$ cat src/rtl/ps2_key_receiver.sv
// PS/2 keyboard receiver: line conditioning, frame deserialiser, E0/F0 prefix decode
// and a small event FIFO whose head is presented on keycode/key_status.
//
// state  | meaning
// IDLE   | waiting for a start bit on a filtered ps2_clk falling edge
// DATA   | shifting in 8 data bits, LSB first
// PARITY | capturing the odd-parity bit
// STOP   | checking stop bit and parity, then decoding the byte
module ps2_key_receiver #(
    parameter int FILTER_LEN = 8,
    parameter int TIMEOUT    = 50000,
    parameter int FIFO_AW    = 2
) (
    input  logic       clk,
    input  logic       rst_n,
    input  logic       ps2_clk,
    input  logic       ps2_data,
    input  logic       key_ack,
    input  logic       err_clr,
    output logic [7:0] keycode,
    output logic [7:0] key_status
);
    localparam int DEPTH = 2 ** FIFO_AW;
    localparam int FW    = $clog2(FILTER_LEN + 1);
    localparam int TW    = $clog2(TIMEOUT + 1);

    typedef enum logic [1:0] {IDLE, DATA, PARITY, STOP} state_t;

    logic [1:0]    clk_sync, data_sync;
    logic          clk_filt, data_filt, fall;
    logic [FW-1:0] clk_cnt, data_cnt;

    state_t        state;
    logic [2:0]    bit_cnt;
    logic [7:0]    shift;
    logic          par_bit;
    logic [TW-1:0] tmo;
    logic          ext_flag, brk_flag, frame_err;
    logic          frame_ok, tmo_hit, push;
    logic [9:0]    push_entry;

    logic [9:0]         mem [DEPTH];
    logic [FIFO_AW-1:0] wr_ptr, rd_ptr, rd_next;
    logic [FIFO_AW:0]   count, count_next;
    logic [9:0]         head, head_next;
    logic               valid, ovf;
    logic               full, empty, do_pop, do_push, ovf_set;

    always_ff @(posedge clk or negedge rst_n) begin
        if (!rst_n) begin
            clk_sync  <= 2'b11;
            data_sync <= 2'b11;
        end else begin
            clk_sync  <= {clk_sync[0], ps2_clk};
            data_sync <= {data_sync[0], ps2_data};
        end
    end

    // A line change is accepted only after FILTER_LEN consecutive differing samples.
    always_ff @(posedge clk or negedge rst_n) begin
        if (!rst_n) begin
            clk_filt <= 1'b1;
            clk_cnt  <= '0;
            fall     <= 1'b0;
        end else begin
            fall <= 1'b0;
            if (clk_sync[1] == clk_filt) begin
                clk_cnt <= '0;
            end else if (clk_cnt == FW'(FILTER_LEN - 1)) begin
                clk_filt <= clk_sync[1];
                clk_cnt  <= '0;
                fall     <= clk_filt;
            end else begin
                clk_cnt <= clk_cnt + 1'b1;
            end
        end
    end

    always_ff @(posedge clk or negedge rst_n) begin
        if (!rst_n) begin
            data_filt <= 1'b1;
            data_cnt  <= '0;
        end else if (data_sync[1] == data_filt) begin
            data_cnt <= '0;
        end else if (data_cnt == FW'(FILTER_LEN - 1)) begin
            data_filt <= data_sync[1];
            data_cnt  <= '0;
        end else begin
            data_cnt <= data_cnt + 1'b1;
        end
    end

    always_comb begin
        frame_ok   = fall && (state == STOP) && data_filt && (^{shift, par_bit});
        push       = frame_ok && (shift != 8'hE0) && (shift != 8'hF0);
        push_entry = {ext_flag, brk_flag, shift};
        tmo_hit    = (state != IDLE) && !fall && (tmo == '0);
    end

    always_ff @(posedge clk or negedge rst_n) begin
        if (!rst_n) begin
            state     <= IDLE;
            bit_cnt   <= '0;
            shift     <= '0;
            par_bit   <= 1'b0;
            tmo       <= '0;
            ext_flag  <= 1'b0;
            brk_flag  <= 1'b0;
            frame_err <= 1'b0;
        end else begin
            if (err_clr) frame_err <= 1'b0;

            if (fall) tmo <= TW'(TIMEOUT - 1);
            else if (state != IDLE && tmo != '0) tmo <= tmo - 1'b1;

            if (tmo_hit) begin
                state     <= IDLE;
                frame_err <= 1'b1;
                ext_flag  <= 1'b0;
                brk_flag  <= 1'b0;
            end else if (fall) begin
                case (state)
                    IDLE: begin
                        if (!data_filt) begin
                            state   <= DATA;
                            bit_cnt <= '0;
                        end
                    end
                    DATA: begin
                        shift   <= {data_filt, shift[7:1]};
                        bit_cnt <= bit_cnt + 1'b1;
                        if (bit_cnt == 3'd7) state <= PARITY;
                    end
                    PARITY: begin
                        par_bit <= data_filt;
                        state   <= STOP;
                    end
                    STOP: begin
                        state <= IDLE;
                        if (!frame_ok) begin
                            frame_err <= 1'b1;
                            ext_flag  <= 1'b0;
                            brk_flag  <= 1'b0;
                        end else if (shift == 8'hE0) begin
                            ext_flag <= 1'b1;
                        end else if (shift == 8'hF0) begin
                            brk_flag <= 1'b1;
                        end else begin
                            ext_flag <= 1'b0;
                            brk_flag <= 1'b0;
                        end
                    end
                    default: state <= IDLE;
                endcase
            end
        end
    end

    // Next head is computed ahead so the outputs stay registered yet track the FIFO head.
    always_comb begin
        full       = (count == (FIFO_AW + 1)'(DEPTH));
        empty      = (count == '0);
        do_pop     = key_ack && !empty;
        do_push    = push && (!full || do_pop);
        ovf_set    = push && full && !do_pop;
        rd_next    = do_pop ? rd_ptr + 1'b1 : rd_ptr;
        count_next = count + (FIFO_AW + 1)'(do_push) - (FIFO_AW + 1)'(do_pop);
        head_next  = (do_push && rd_next == wr_ptr) ? push_entry : mem[rd_next];
        if (count_next == '0) head_next = '0;
    end

    always_ff @(posedge clk) begin
        if (do_push) mem[wr_ptr] <= push_entry;
    end

    always_ff @(posedge clk or negedge rst_n) begin
        if (!rst_n) begin
            wr_ptr <= '0;
            rd_ptr <= '0;
            count  <= '0;
            head   <= '0;
            valid  <= 1'b0;
            ovf    <= 1'b0;
        end else begin
            if (do_push) wr_ptr <= wr_ptr + 1'b1;
            rd_ptr <= rd_next;
            count  <= count_next;
            head   <= head_next;
            valid  <= (count_next != '0);
            if (ovf_set) ovf <= 1'b1;
            else if (err_clr) ovf <= 1'b0;
        end
    end

    assign keycode    = head[7:0];
    assign key_status = {3'b000, ovf, frame_err, head[9], head[8], valid};

endmodule
$ cat config.mk
export PLATFORM = sky130hd
export DESIGN_NAME = ps2_key_receiver
export DESIGN_NICKNAME = d
export VERILOG_FILES = /design/src/rtl/ps2_key_receiver.sv
export SDC_FILE = /design/constraint.sdc
export NUM_CORES = 1
export LEC_CHECK = 0
export CORE_MARGIN = 3
export CORE_UTILIZATION = 40
export DETAILED_ROUTE_END_ITERATION = 10
export GPL_ROUTABILITY_DRIVEN = 1
export SYNTH_ARGS = -nofsm -noshare
export SYNTH_HDL_FRONTEND = slang
export SYNTH_SLANG_ARGS = --single-unit
$ cat constraint.sdc
create_clock -name clk -period 4.5 [get_ports clk]
set_clock_uncertainty 0.15 [all_clocks]
set_input_delay 1.125 -clock clk [delete_from_list [all_inputs] [get_ports clk]]
set_output_delay 1.125 -clock clk [all_outputs]
set_load 0.01 [all_outputs]
==> Yosys cells after proc, flatten, opt, wreduce, memory -nomap -nowiden <==
Memories as Yosys holds them, arrays and structs flattened.
Index checks and enable logic that the tools add are counted.
{ "word_totals": {"word_cells": 130, "mem_count": 1, "register_bits": 67, "in_bits": 6, "ramBits": 40} }
{ "mem_list": {"columns": ["memory", "words", "word_bits", "rd", "rd_clocked_by_memory_dff", "write_ports", "line", "rtl"], "rows": [
  ["mem", 4, 10, 1, 0, 1, "42", "logic [9:0] mem [DEPTH];"]
]} }
{ "classes": {"n_addsub": 8, "n_reduce_logical": 39, "n_bitwise": 3, "mux": 39, "n_eq_ne": 19} }
{ "ops": {"columns": ["operator", "n"], "rows": [
  ["2-to-1 mux 16 bit", 2],
  ["2-to-1 mux 1 bit", 23],
  ["2-to-1 mux 10 bit", 2],
  ["== test 8 bit, second input constant", 2],
  ["logical NOT 16 bit", 1],
  ["2-to-1 mux 4 bit", 4],
  ["!= test 8 bit, second input constant", 2],
  ["nonzero test 16 bit", 1],
  ["subtractor 16 x 1 -> 16 bit, second input constant", 1],
  ["AND reduction 3 bit", 5],
  ["logical AND 1 bit", 13],
  ["nonzero test 2 bit", 6],
  ["2-to-1 mux 2 bit", 5],
  ["!= test 3 bit, second input constant", 3],
  ["XOR reduction 9 bit", 1],
  ["adder 4 x 1 -> 4 bit, second input constant", 2],
  ["== test 4 x 3 -> 1 bit, second input constant", 2],
  ["one-hot mux 2 bit (4 select lines)", 1],
  ["== test 3 bit, second input constant", 2],
  ["logical NOT 3 bit", 2],
  ["one-hot mux 3 bit (2 select lines)", 1],
  ["adder 2 x 1 -> 2 bit, second input constant", 2],
  ["== test 2 bit, second input constant", 2],
  ["logical NOT 1 bit", 4],
  ["other kinds (15)", 19]
]} }

==> Logic depth before layout (Yosys ltp) <==
Gate-level depths: netlist (run 1).
{ "depth": {"ltp_word": 11, "depth_mapped": 15} }

==> Worst setup path after synthesis (run 1) <==
Ideal clock, no wire load.
{ "synth_timing": {"kind": "in2reg", "start": "in key_ack", "end": "reg head[0]", "required_time_ns": 4.219, "path_slack_ns": 0.529, "arrival_time_ns": 3.690, "path_buffers": 1, "cell_stages": 14, "setup_time_ns": 0.131, "path_cell_list": "nor4b_1 nand2b_1 nor3_1 inv_1 ha_1 inv_1 ha_1 fa_1 xnor2_1 xnor2_1 or3_1 clkbuf_1 o211ai_1 mux2i_1"} }
{ "synth_via": {"elab_chain_cells": 7, "elab_cells_between_ends": 12, "classes_between": "2 x add/sub; 1 x eq/ne; 3 x mux; 5 x reduce/logical; 1 x memory"} }
{ "synth_rtl": {"columns": ["element", "line", "rtl"], "rows": [
  ["start, declared", "18", "input logic key_ack,"],
  ["logical AND 1 bit *", "163", "do_pop = key_ack && !empty;"],
  ["logical OR 1 bit", "164", "do_push = push && (!full || do_pop);"],
  ["logical AND 1 bit", "164", null],
  ["adder 3 x 1 -> 3 bit", "167", "count_next = count + (FIFO_AW + 1)'(do_push) - (FIFO_AW + 1)'(do_pop);"],
  ["subtractor 3 x 1 -> 3 bit *", "167", null],
  ["net count_next[2]", "44", "logic [FIFO_AW:0] count, count_next;"],
  ["logical NOT 3 bit *", "169", "if (count_next == '0) head_next = '0;"],
  ["2-to-1 mux 10 bit *", "169", null],
  ["net head_next[0]", "45", "logic [9:0] head, head_next;"],
  ["end signal, assigned", "188", "head <= head_next;"],
  ["end, declared", "45", null]
]} }
The timed path passes the listed nets; every way through them passes the cells marked *.
A chain may end at the register's enable or synchronous reset.

==> Final worst setup path (run 1) <==
{ "layout_timing": {"start": "in key_ack", "end": "reg head[9]"} }
Same word-level chain as after synthesis.

==> results of run 1 <==
[cell type report]
| cell class | instances | area (µm²) | share of cell area, % |
|---|---|---|---|
| clock buffer | 9 | 225.2 | 3.866 |
| clock inverter | 7 | 48.80 | 0.8376 |
| inverter | 18 | 67.56 | 1.160 |
| multi-input combinational | 322 | 2121 | 36.40 |
| sequential | 107 | 2885 | 49.53 |
| tap | 172 | 215.2 | 3.694 |
| timing repair buffer | 28 | 262.8 | 4.510 |
[cell usage after synthesis, types with 2 or more instances]
cell       instances  area, µm²
and2_1             5      31.28
clkbuf_1          19      71.32
buf_4              6      45.04
nor3b_1            3      22.52
a22o_1             3      26.28
ha_1              15      187.7
a32oi_1           10      87.58
mux2_2            12      135.1
o21ai_0            8      40.04
dfrtp_1           61       1526
o31a_1             2      17.52
or3_1              9      56.30
xnor2_1           18      157.7
o211ai_1          14      105.1
a2111oi_0          3      26.28
a21oi_1           33      165.2
mux2i_1           10      100.1
nor3_1            12      60.06
xor2_1             8      70.07
edfxtp_1          40       1201
nor2b_1            2      12.51
dfstp_2            6      157.7
inv_1             17      63.81
nand2_1           78      292.8
buf_2              2      10.01
nand2b_1           9      56.30
nand3_1           23      115.1
nor2_1            16      60.06
o31ai_1            2      15.01
nor4_1             3      18.77
[cell families (layout without fill, tap and decap cells)]
group / after synthesis / in the layout / synth area share [%]
flops: 107 / 107 / 55.47
compound gates: 86 / 86 / 11.81
mux: 22 / 22 / 4.523
buf+inv: 47 / 62 / 4.017
fa+ha+maj: 16 / 16 / 3.993
other cells: 1 / 3 / 0.07210
simple gates: 168 / 168 / 15.30
xor+xnor: 27 / 27 / 4.811
[registers in the layout (all words and copies together), names as in the netlist, 3 cells and up]
register / count
shift: 8
head: 10
data_cnt: 4
count: 3
mem: 40
tmo: 16
bit_cnt: 3
clk_cnt: 4
[final timing paths]
path                        startpoint           to  slack [ns]
max in group asynchronous        rst_n  clk_sync[1]        2.79
max reg2reg                   shift[5]      head[9]        0.71
min in group asynchronous        rst_n    wr_ptr[0]        0.60
max                            key_ack      head[9]        0.52
min                        clk_sync[0]  clk_sync[1]        0.21
min reg2reg                clk_sync[0]  clk_sync[1]        0.21
[power groups by stage]
| stage | logic [mW] | registers, mW | clock network [mW] |
|---|---|---|---|
| after floorplan | 0.601 | 1.23 | 0 |
| after global placement | 0.777 | 1.29 | 0 |
| after detailed placement | 0.798 | 1.29 | 0 |
| after CTS | 0.800 | 1.27 | 0.757 |
| after global routing | 0.898 | 1.29 | 0.796 |
| final | 0.791 | 1.27 | 0.737 |
[routing by layer]
| metal | vias to the layer above | part of all wire, % |
|---|---|---|
| met1 | 1692 | 44 |
| li1 | 1696 | - |
| met2 | 74 | 51 |
| met3 | 11 | 4.2 |
| met4 | 0 | 1.2 |
| met5 | - | 0 |
[through the flow]
step / std cells / total power, mW / worst slack [ns]
after floorplan: 476 / 1.828 / 0.5294
after global placement: 647 / 2.065 / 0.2249
after detailed placement: 647 / 2.085 / 0.1515
after CTS: 663 / 2.825 / 0.5158
after global routing: 663 / 2.982 / 0.3170
final: 663 / 2.794 / 0.5162
==> impl_metrics.env, run 1 <==
export IMPL_clock_fmax_mhz=251.0
export IMPL_synth_edf_count=40
export IMPL_cts_setup_buffers=0
export IMPL_clk_pin_slew_ns=0.07
export IMPL_swShare_pct=32.90
export IMPL_met2_usage_pct=25.22
export IMPL_dr_pass1_iters=5
export IMPL_clock_latency_ns=0.35
export IMPL_overflow=0
export IMPL_dpl_hpwl_um=6589
export IMPL_path_delay_family="simple AND/OR/NAND/NOR gates"
export IMPL_io_pins=22
export IMPL_power_switching_mw=0.9192
export IMPL_p_comb_share_pct=28.3
export IMPL_critPathRequiredTime_ns=4.58
export IMPL_hold_violations=0
export IMPL_wire_per_inst_um=15.09
export IMPL_antenna_found_initial=0
export IMPL_r2r_cells=15
export IMPL_synthesis_area_mm2=0.005201
export IMPL_vias=3473
export IMPL_syn_to_final_growth_pct=12.00
export IMPL_max_stage_delay_ns=0.49
export IMPL_busiest_layer="met2"
export IMPL_fillers=1158
export IMPL_seqPwrFrac_pct=45.3
export IMPL_drcViolationCount=0
export IMPL_layout_nets=508
export IMPL_yosysWarnings=0
export IMPL_hold_worst_slack_ns=0.2072
export IMPL_cts_buffers_inserted=9
export IMPL_avgViaCountPerCell=5.238
export IMPL_cp_max_fo=21
export IMPL_ys_seq_area_share_pct=55.47
export IMPL_layout_common_cells="nand2_1, dfrtp_1, edfxtp_1, a21oi_1, nand3_1"
export IMPL_critPathSlowestCell="clkdlybuf4s50_1"
export IMPL_ant_nets=0
export IMPL_drive_above_1_share_pct=10.39
export IMPL_worst_path_buf_inv=4
export IMPL_worstSetupPathType="in -> reg"
export IMPL_cts_hold_buf=0
export IMPL_die_h_um=120.0
export IMPL_drtIter0Drc=232
export IMPL_async_reset_ff_share_pct=62.62
export IMPL_grt_util_met3_pct=3.346
export IMPL_grt_pass1_wl_um=16920
export IMPL_drv_slew=0
export IMPL_post_route_min_period_ns=3.984
export IMPL_synth_seq_cells=107
export IMPL_synth_avg_cell_area_um2=10.97
export IMPL_cts_sinks=107
export IMPL_status="complete, no violations"
export IMPL_rows=41
export IMPL_fp_dieArea_mm2=0.01441
export IMPL_use_met1_pct=17.95
export IMPL_cp_start_kind="primary input"
export IMPL_grtUsageTotal_pct=14.81
export IMPL_p_int_mw=1.875
export IMPL_power_frac_clock_pct=26.4
export IMPL_ir_drop_v=0.0002977
export IMPL_setup_tns_ns=0
export IMPL_io_buffers=18
export IMPL_placed_area_mm2=0.005552
export IMPL_end_kind="flop"
export IMPL_cts_root_buf="clkbuf_16"
export IMPL_grt_max_degree=43
export IMPL_setup_viol=0
export IMPL_htree_levels=3
export IMPL_synthDistinctLibCells=55
export IMPL_ctsLongestPathBuffers=2
export IMPL_p_leak_nw=2.382
export IMPL_cts_resized=0
export IMPL_wirelength_um=10000
export IMPL_start_util_pct=41.05
export IMPL_grt_pass1_vias=3534
export IMPL_finalCritPeriodShare_pct=88.53
export IMPL_cp_arrival_ns=4.06
export IMPL_hp_class="reg -> reg"
export IMPL_gp_congestion=0.7654
export IMPL_critical_path_depth=15
export IMPL_power_density_mw_per_mm2=479.6
export IMPL_final_util_pct=45.98
export IMPL_diodes=0
export IMPL_synthCells=474
export IMPL_worstMarginPinSlew_ns=0.9526
export IMPL_max_slew_margin_rel_pct=36.49
export IMPL_rsz0062_at_grt="no"
export IMPL_layout_commonest_cell="nand2_1"
export IMPL_design_area_mm2=0.005826
export IMPL_cts_tree="done"
export IMPL_ys_flop_type="dfrtp_1"
export IMPL_crit_chain="clkdlybuf4s50_1 > nor4b_1 > nand2b_1 > nor3_1 > inv_1 > ha_1 > inv_1 > ha_1 > fa_1 > xnor2_1 > xnor2_1 > or3_1 > buf_12 > o211ai_1 > mux2i_1"
export IMPL_die_w_um=120.0
export IMPL_hold_depth=0
export IMPL_maxCapViolations=0
export IMPL_core_mm2=0.01267
Note: power is estimated with default switching activity, not from simulation.
==> run 2: changes to the inputs <==
--- a/config.mk
+++ b/config.mk
@@ -7,6 +7,7 @@
 export LEC_CHECK = 0
 export CORE_MARGIN = 3
 export CORE_UTILIZATION = 40
+export CTS_CLUSTER_DIAMETER = 30
 export DETAILED_ROUTE_END_ITERATION = 10
 export GPL_ROUTABILITY_DRIVEN = 1
 export SYNTH_ARGS = -nofsm -noshare
==> results of run 2 <==
Same layout as run 1: the final DEF is identical, and so are final timing and power.
==> RTL edit 1: new RTL, config.mk and constraints of run 1 <==
Register the input `key_ack` before use, without a reset. The logic sees it one clock later. The other inputs are not delayed to match.
--- a/src/rtl/ps2_key_receiver.sv
+++ b/src/rtl/ps2_key_receiver.sv
@@ -27,4 +27,10 @@
     typedef enum logic [1:0] {IDLE, DATA, PARITY, STOP} state_t;
 
+    logic key_ack_q;
+
+    always_ff @(posedge clk) begin
+        key_ack_q <= key_ack;
+    end
+
     logic [1:0]    clk_sync, data_sync;
     logic          clk_filt, data_filt, fall;
@@ -161,5 +167,5 @@
         full       = (count == (FIFO_AW + 1)'(DEPTH));
         empty      = (count == '0);
-        do_pop     = key_ack && !empty;
+        do_pop     = key_ack_q && !empty;
         do_push    = push && (!full || do_pop);
         ovf_set    = push && full && !do_pop;
Behaviour: same outputs for any inputs over 10 cycles, from zero or initial values and one cycle with rst_n low; that may be too few to reach the edited logic, so the function may still have changed.
==> RTL edit 1 against run 1 <==
Wire length increased by 0.55%; register-to-register slack got worse by 0.28 ns; worst setup slack got worse by 0.085 ns; sequential cell count increased by 1; fmax decreased by 2.1%; synthesized cell count decreased by 7.2%; synthesized area decreased by 2.4%; critical path depth unchanged; final area decreased by 2.5%.
Power is not compared: it rests on default switching activity, and its combinational part moved more than twofold at a synthesized area within 25%.
==> RTL edit 1: results (changes against run 1) <==
## Pwr
- **worst supply voltage drop on vdd** 259 µV

## Global routing
- **GR met1 Demand/Resource** 0.185, was 0.179
- **M3 GR Usage** 0.0383, was 0.0335
- **largest net degree at the start of global routing** 47, was 43
- **number of global-route vias before repair** 3309, was 3534
- **overall fraction of global-route tracks in use** 0.148, about the same
- **global-route met2 utilization** 0.258, was 0.252
- **first-pass GRT wire length** 16600 µm, was 16900 µm

## Setup path
- **Crit path largest cell delay** 0.63 ns, was 0.49 ns
- **Setup crit start kind** register, was primary input
- **origin of the critical flop-to-flop path** shift[6]$_DFFE_PN0P_, was shift[5]$_DFFE_PN0P_
- **cell with the largest stage delay on the worst path** sky130_fd_sc_hd__or3_1, was sky130_fd_sc_hd__clkdlybuf4s50_1
- **Register-to-Register Path Depth** 15, unchanged
- **cell class contributing the biggest share of worst-path delay** XOR/XNOR gates, was simple AND/OR/NAND/NOR gates
- **capture point of the worst path** head[0]$_DFF_PN0_, was head[9]$_DFF_PN0_
- **Critical Path AT** 4.19 ns, was 4.06 ns

## Routing
- **Met1 Wirelength** 4390 µm, was 4380 µm
- **met3 routed wirelength** 427 µm, was 419 µm
- **initial drt markers** 172, was 232
- **Vias/cell** 5.40, was 5.24
- **detailed-router iteration count before antenna repair** 4, was 5
- **post-detailed-route wirelength per cell** 16.1 µm, was 15.1 µm
- **amount of wire on met2 after detailed routing** 5110 µm, was 5080 µm

## CTS
- **Setup Fix Bufs, Post-CTS** 0, unchanged
- **Bufs on Longest Clock Path** 2, unchanged
- **insertion delay of the later-clocked pin in the worst-skew pair** 0.35 ns, about the same

## Timing
- **relative slew slack** 0.306, was 0.365
- **shortest clock period the worst path allows after layout** 4.07 ns, was 3.98 ns

## Place
- **gpl congestion** 0.745, was 0.765
- **Setup WS pre-CTS** 0.402 ns, was 0.152 ns
- **detailed-placement wirelength estimate** 6490 µm, was 6590 µm

## Cells and area
- **net count of the finished layout** 473, was 508
- **fraction of layout instances using a drive strength above 1** 0.114, was 0.104
- **Fill cells** 1138, was 1158

## Run status
- **result of the run** complete, no violations, unchanged

## Logic synthesis
- **sequential area share after synthesis** 0.572, was 0.555
- **Post-synth ARST share** 0.620, was 0.626
- **Unique masters post-synth** 53, was 55
- **largest cells by area after synthesis** sky130_fd_sc_hd__dfrtp_1 30%, sky130_fd_sc_hd__edfxtp_1 24%, sky130_fd_sc_hd__nand2_1 5.0%, was sky130_fd_sc_hd__dfrtp_1 29%, sky130_fd_sc_hd__edfxtp_1 23%, sky130_fd_sc_hd__nand2_1 5.6%
- **cell types with the highest counts after synthesis** 68 x sky130_fd_sc_hd__nand2_1, 61 x sky130_fd_sc_hd__dfrtp_1, 40 x sky130_fd_sc_hd__edfxtp_1, 26 x sky130_fd_sc_hd__nand3_1, 23 x sky130_fd_sc_hd__xnor2_1, was 78 x sky130_fd_sc_hd__nand2_1, 61 x sky130_fd_sc_hd__dfrtp_1, 40 x sky130_fd_sc_hd__edfxtp_1, 33 x sky130_fd_sc_hd__a21oi_1, 23 x sky130_fd_sc_hd__nand3_1

[RTL edit 1: cell families (layout without fill, tap and decap cells)]
group / count (synthesis) / count (layout) / share of synthesized area
simple gates: 166 / 166 / 0.159
flops: 108 / 108 / 0.572
compound gates: 56 / 56 / 0.0902
buf+inv: 41 / 55 / 0.0360
xor+xnor: 29 / 29 / 0.0527
mux: 23 / 23 / 0.0483
fa+ha+maj: 16 / 16 / 0.0409
other cells: 1 / 3 / 0.000739
[RTL edit 1: metrics by stage]
stage	hold slack (ns)	area [µm²]	cells
5_1_grt	0.211	5680	624
4_1_cts	0.211	5680	624
3_3_place_gp	0.200	5410	608
6_report	0.209	5680	624
2_1_floorplan	0.195	5080	442
3_5_place_dp	0.200	5410	608
[RTL edit 1: cell type report]
type | count | share of cell area
tap | 168 | 0.0370
clock buffer | 10 | 0.0403
sequential | 108 | 0.511
clock inverter | 6 | 0.00815
multi-input combinational | 293 | 0.354
timing repair buffer | 25 | 0.0401
inverter | 14 | 0.00925
[RTL edit 1: worst min-delay path by stage]
stage                                  end                    from  slack, ns  depth (start not counted)
floorplan            clk_sync[1]$_DFF_PN1_   clk_sync[0]$_DFF_PN1_       0.20                          0
global placement    data_sync[1]$_DFF_PN1_  data_sync[0]$_DFF_PN1_       0.20                          0
detailed placement   clk_sync[1]$_DFF_PN1_   clk_sync[0]$_DFF_PN1_       0.20                          0
CTS                 data_sync[1]$_DFF_PN1_  data_sync[0]$_DFF_PN1_       0.21                          0
global route        data_sync[1]$_DFF_PN1_  data_sync[0]$_DFF_PN1_       0.21                          0
finish               clk_sync[1]$_DFF_PN1_   clk_sync[0]$_DFF_PN1_       0.21                          0
==> RTL edit 2: new RTL, config.mk and constraints of run 1 <==
Without the edit above. Set the parameter `FIFO_AW` to 1 (it was 2).
--- a/src/rtl/ps2_key_receiver.sv
+++ b/src/rtl/ps2_key_receiver.sv
@@ -10,5 +10,5 @@
     parameter int FILTER_LEN = 8,
     parameter int TIMEOUT    = 50000,
-    parameter int FIFO_AW    = 2
+    parameter int FIFO_AW    = 1
 ) (
     input  logic       clk,
Behaviour: no difference found for any inputs over 10 cycles, from zero or initial values and one cycle with rst_n low; that may be too few to reach the edited logic, so the function may still have changed.
==> RTL edit 2 against run 1 <==
Sequential cell count is 23 lower; worst setup slack better by 0.097 ns; sequential share of layout area is 1.2 points higher; critical path type unchanged; synthesized cell count is 33% lower; synthesized area is 25% lower; total power is 28% lower; combinational power is 26% lower; via count is 31% lower; wire length is 35% lower; utilization is 0.46 points higher; final area is 25% lower; critical endpoint is now head[7]$_DFF_PN0_; critical path depth is 3 lower; largest cell class unchanged; fmax is 2.5% higher.
==> RTL edit 2: results (changes against run 1) <==
## Cells and area
- **largest registers in the final layout** mem: 20 flops, tmo: 16 flops, head: 10 flops, was mem: 40 flops, tmo: 16 flops, head: 10 flops
- **fraction of layout instances using a drive strength above 1** 0.128, was 0.104

## Pwr
- **switching part of the total** 0.312, was 0.329

## Global routing
- **overall fraction of global-route tracks in use** 0.127, was 0.148
- **first-pass GRT wire length** 11200 µm, was 16900 µm
- **largest net degree at the start of global routing** 38, was 43
- **number of global-route vias before repair** 2283, was 3534

## Hold path
- **hold wc startpoint** data_sync[0]$_DFF_PN1_, was clk_sync[0]$_DFF_PN1_
- **hold path endpoint** data_sync[1]$_DFF_PN1_, was clk_sync[1]$_DFF_PN1_

## CTS
- **root buffer cell** sky130_fd_sc_hd__clkbuf_8, was sky130_fd_sc_hd__clkbuf_16

## Logic synthesis
- **cell types with the highest counts after synthesis** 58 x sky130_fd_sc_hd__dfrtp_1, 22 x sky130_fd_sc_hd__xnor2_1, 20 x sky130_fd_sc_hd__edfxtp_1, 20 x sky130_fd_sc_hd__nor2_1, 16 x sky130_fd_sc_hd__or3_1, was 78 x sky130_fd_sc_hd__nand2_1, 61 x sky130_fd_sc_hd__dfrtp_1, 40 x sky130_fd_sc_hd__edfxtp_1, 33 x sky130_fd_sc_hd__a21oi_1, 23 x sky130_fd_sc_hd__nand3_1
- **largest cells by area after synthesis** sky130_fd_sc_hd__dfrtp_1 37%, sky130_fd_sc_hd__edfxtp_1 15%, sky130_fd_sc_hd__xnor2_1 4.9%, was sky130_fd_sc_hd__dfrtp_1 29%, sky130_fd_sc_hd__edfxtp_1 23%, sky130_fd_sc_hd__nand2_1 5.6%
- **Unique masters post-synth** 60, was 55
- **count of flip-flops with a built-in enable after synthesis** 20, was 40
- **Post-synth ARST share** 0.762, was 0.626

## Run status
- **result of the run** complete, no violations, unchanged

## Setup path
- **highest net fanout along the worst path** 22, was 21
- **Register-to-Register Path Depth** 11, was 15
- **Critical Path AT** 3.98 ns, was 4.06 ns
- **capture point of the worst path** head[7]$_DFF_PN0_, was head[9]$_DFF_PN0_

## Timing
- **actual transition at the worst max-transition pin** 1.07 ns, was 0.953 ns
- **shortest clock period the worst path allows after layout** 3.89 ns, was 3.98 ns

## Routing
- **overall via count from detail_route** 2382, was 3473
- **DRT Wirelength** 6490 µm, was 10000 µm
- **detailed-router iteration count before antenna repair** 4, was 5

## Place
- **gpl congestion** 0.736, was 0.765

==> RTL edit 2: changes by cell type after synthesis, sizes merged, moves of 9 or more <==
cell    before  now
a21oi       33    8
a32oi       10    0
and3         1   10
clkbuf      19    6
edfxtp      40   20
nand2       78    9
nand3       23    6
o211ai      14    1
==> RTL edit 2: cell type report <==
| class | count | area, µm² |
|---|---|---|
| timing repair buffer | 21 | 198 |
| sequential | 84 | 2210 |
| inverter | 14 | 52.6 |
| clock inverter | 7 | 51.3 |
| fill | 880 | 5020 |
| clock buffer | 9 | 124 |
| multi-input combinational | 208 | 1560 |
| tap | 129 | 161 |
==> RTL edit 2: power by group through the flow <==
stage / logic (mW) / registers [mW] / clock network [mW]
after global placement: 0.575 / 0.964 / 0
after CTS: 0.593 / 0.949 / 0.493
final: 0.582 / 0.947 / 0.474
after global routing: 0.655 / 0.962 / 0.522
after detailed placement: 0.591 / 0.963 / 0
after floorplan: 0.395 / 0.972 / 0
==> RTL edit 2: kinds of logic after synthesis <==
| kind of cell | after synthesis | share of synthesized area |
|---|---|---|
| flops | 84 | 0.566 |
| buf+inv | 29 | 0.0378 |
| compound gates | 47 | 0.0827 |
| fa+ha+maj | 12 | 0.0384 |
| other cells | 1 | 0.000960 |
| mux | 21 | 0.0583 |
| simple gates | 97 | 0.142 |
| xor+xnor | 28 | 0.0737 |
==> RTL edit 2: worst register-to-register path, cell delays in order (launching register included) <==
cell                        delay [ns]
sky130_fd_sc_hd__dfrtp_1          0.86
sky130_fd_sc_hd__nand3_1          0.27
sky130_fd_sc_hd__a2111oi_1        0.46
sky130_fd_sc_hd__mux2_4           0.24
sky130_fd_sc_hd__inv_2            0.13
sky130_fd_sc_hd__ha_1             0.31
sky130_fd_sc_hd__inv_1            0.04
sky130_fd_sc_hd__ha_1             0.18
sky130_fd_sc_hd__xnor2_1          0.13
sky130_fd_sc_hd__xnor2_1          0.14
sky130_fd_sc_hd__or2_2            0.36
sky130_fd_sc_hd__and3_1           0.18
==> RTL edit 2: metrics by stage <==
step	hold WS (ns)	instance area, µm²	util	cells	total power [mW]
finish	0.211	4350	0.464	472	2.00
CTS	0.212	4350	0.464	472	2.03
global route	0.215	4350	0.464	472	2.14
global placement	0.196	4180	0.446	456	1.54
floorplan	0.195	3910	-	321	1.37
detailed placement	0.199	4180	0.446	456	1.55
==> RTL edit 2: metal layers <==
metal,track usage,share of wire,up-vias
li1,-,-,1179
met1,0.166,0.48,1152
met2,0.200,0.46,44
met3,0.0321,0.039,7
met4,0.0562,0.014,0
met5,0,0,-
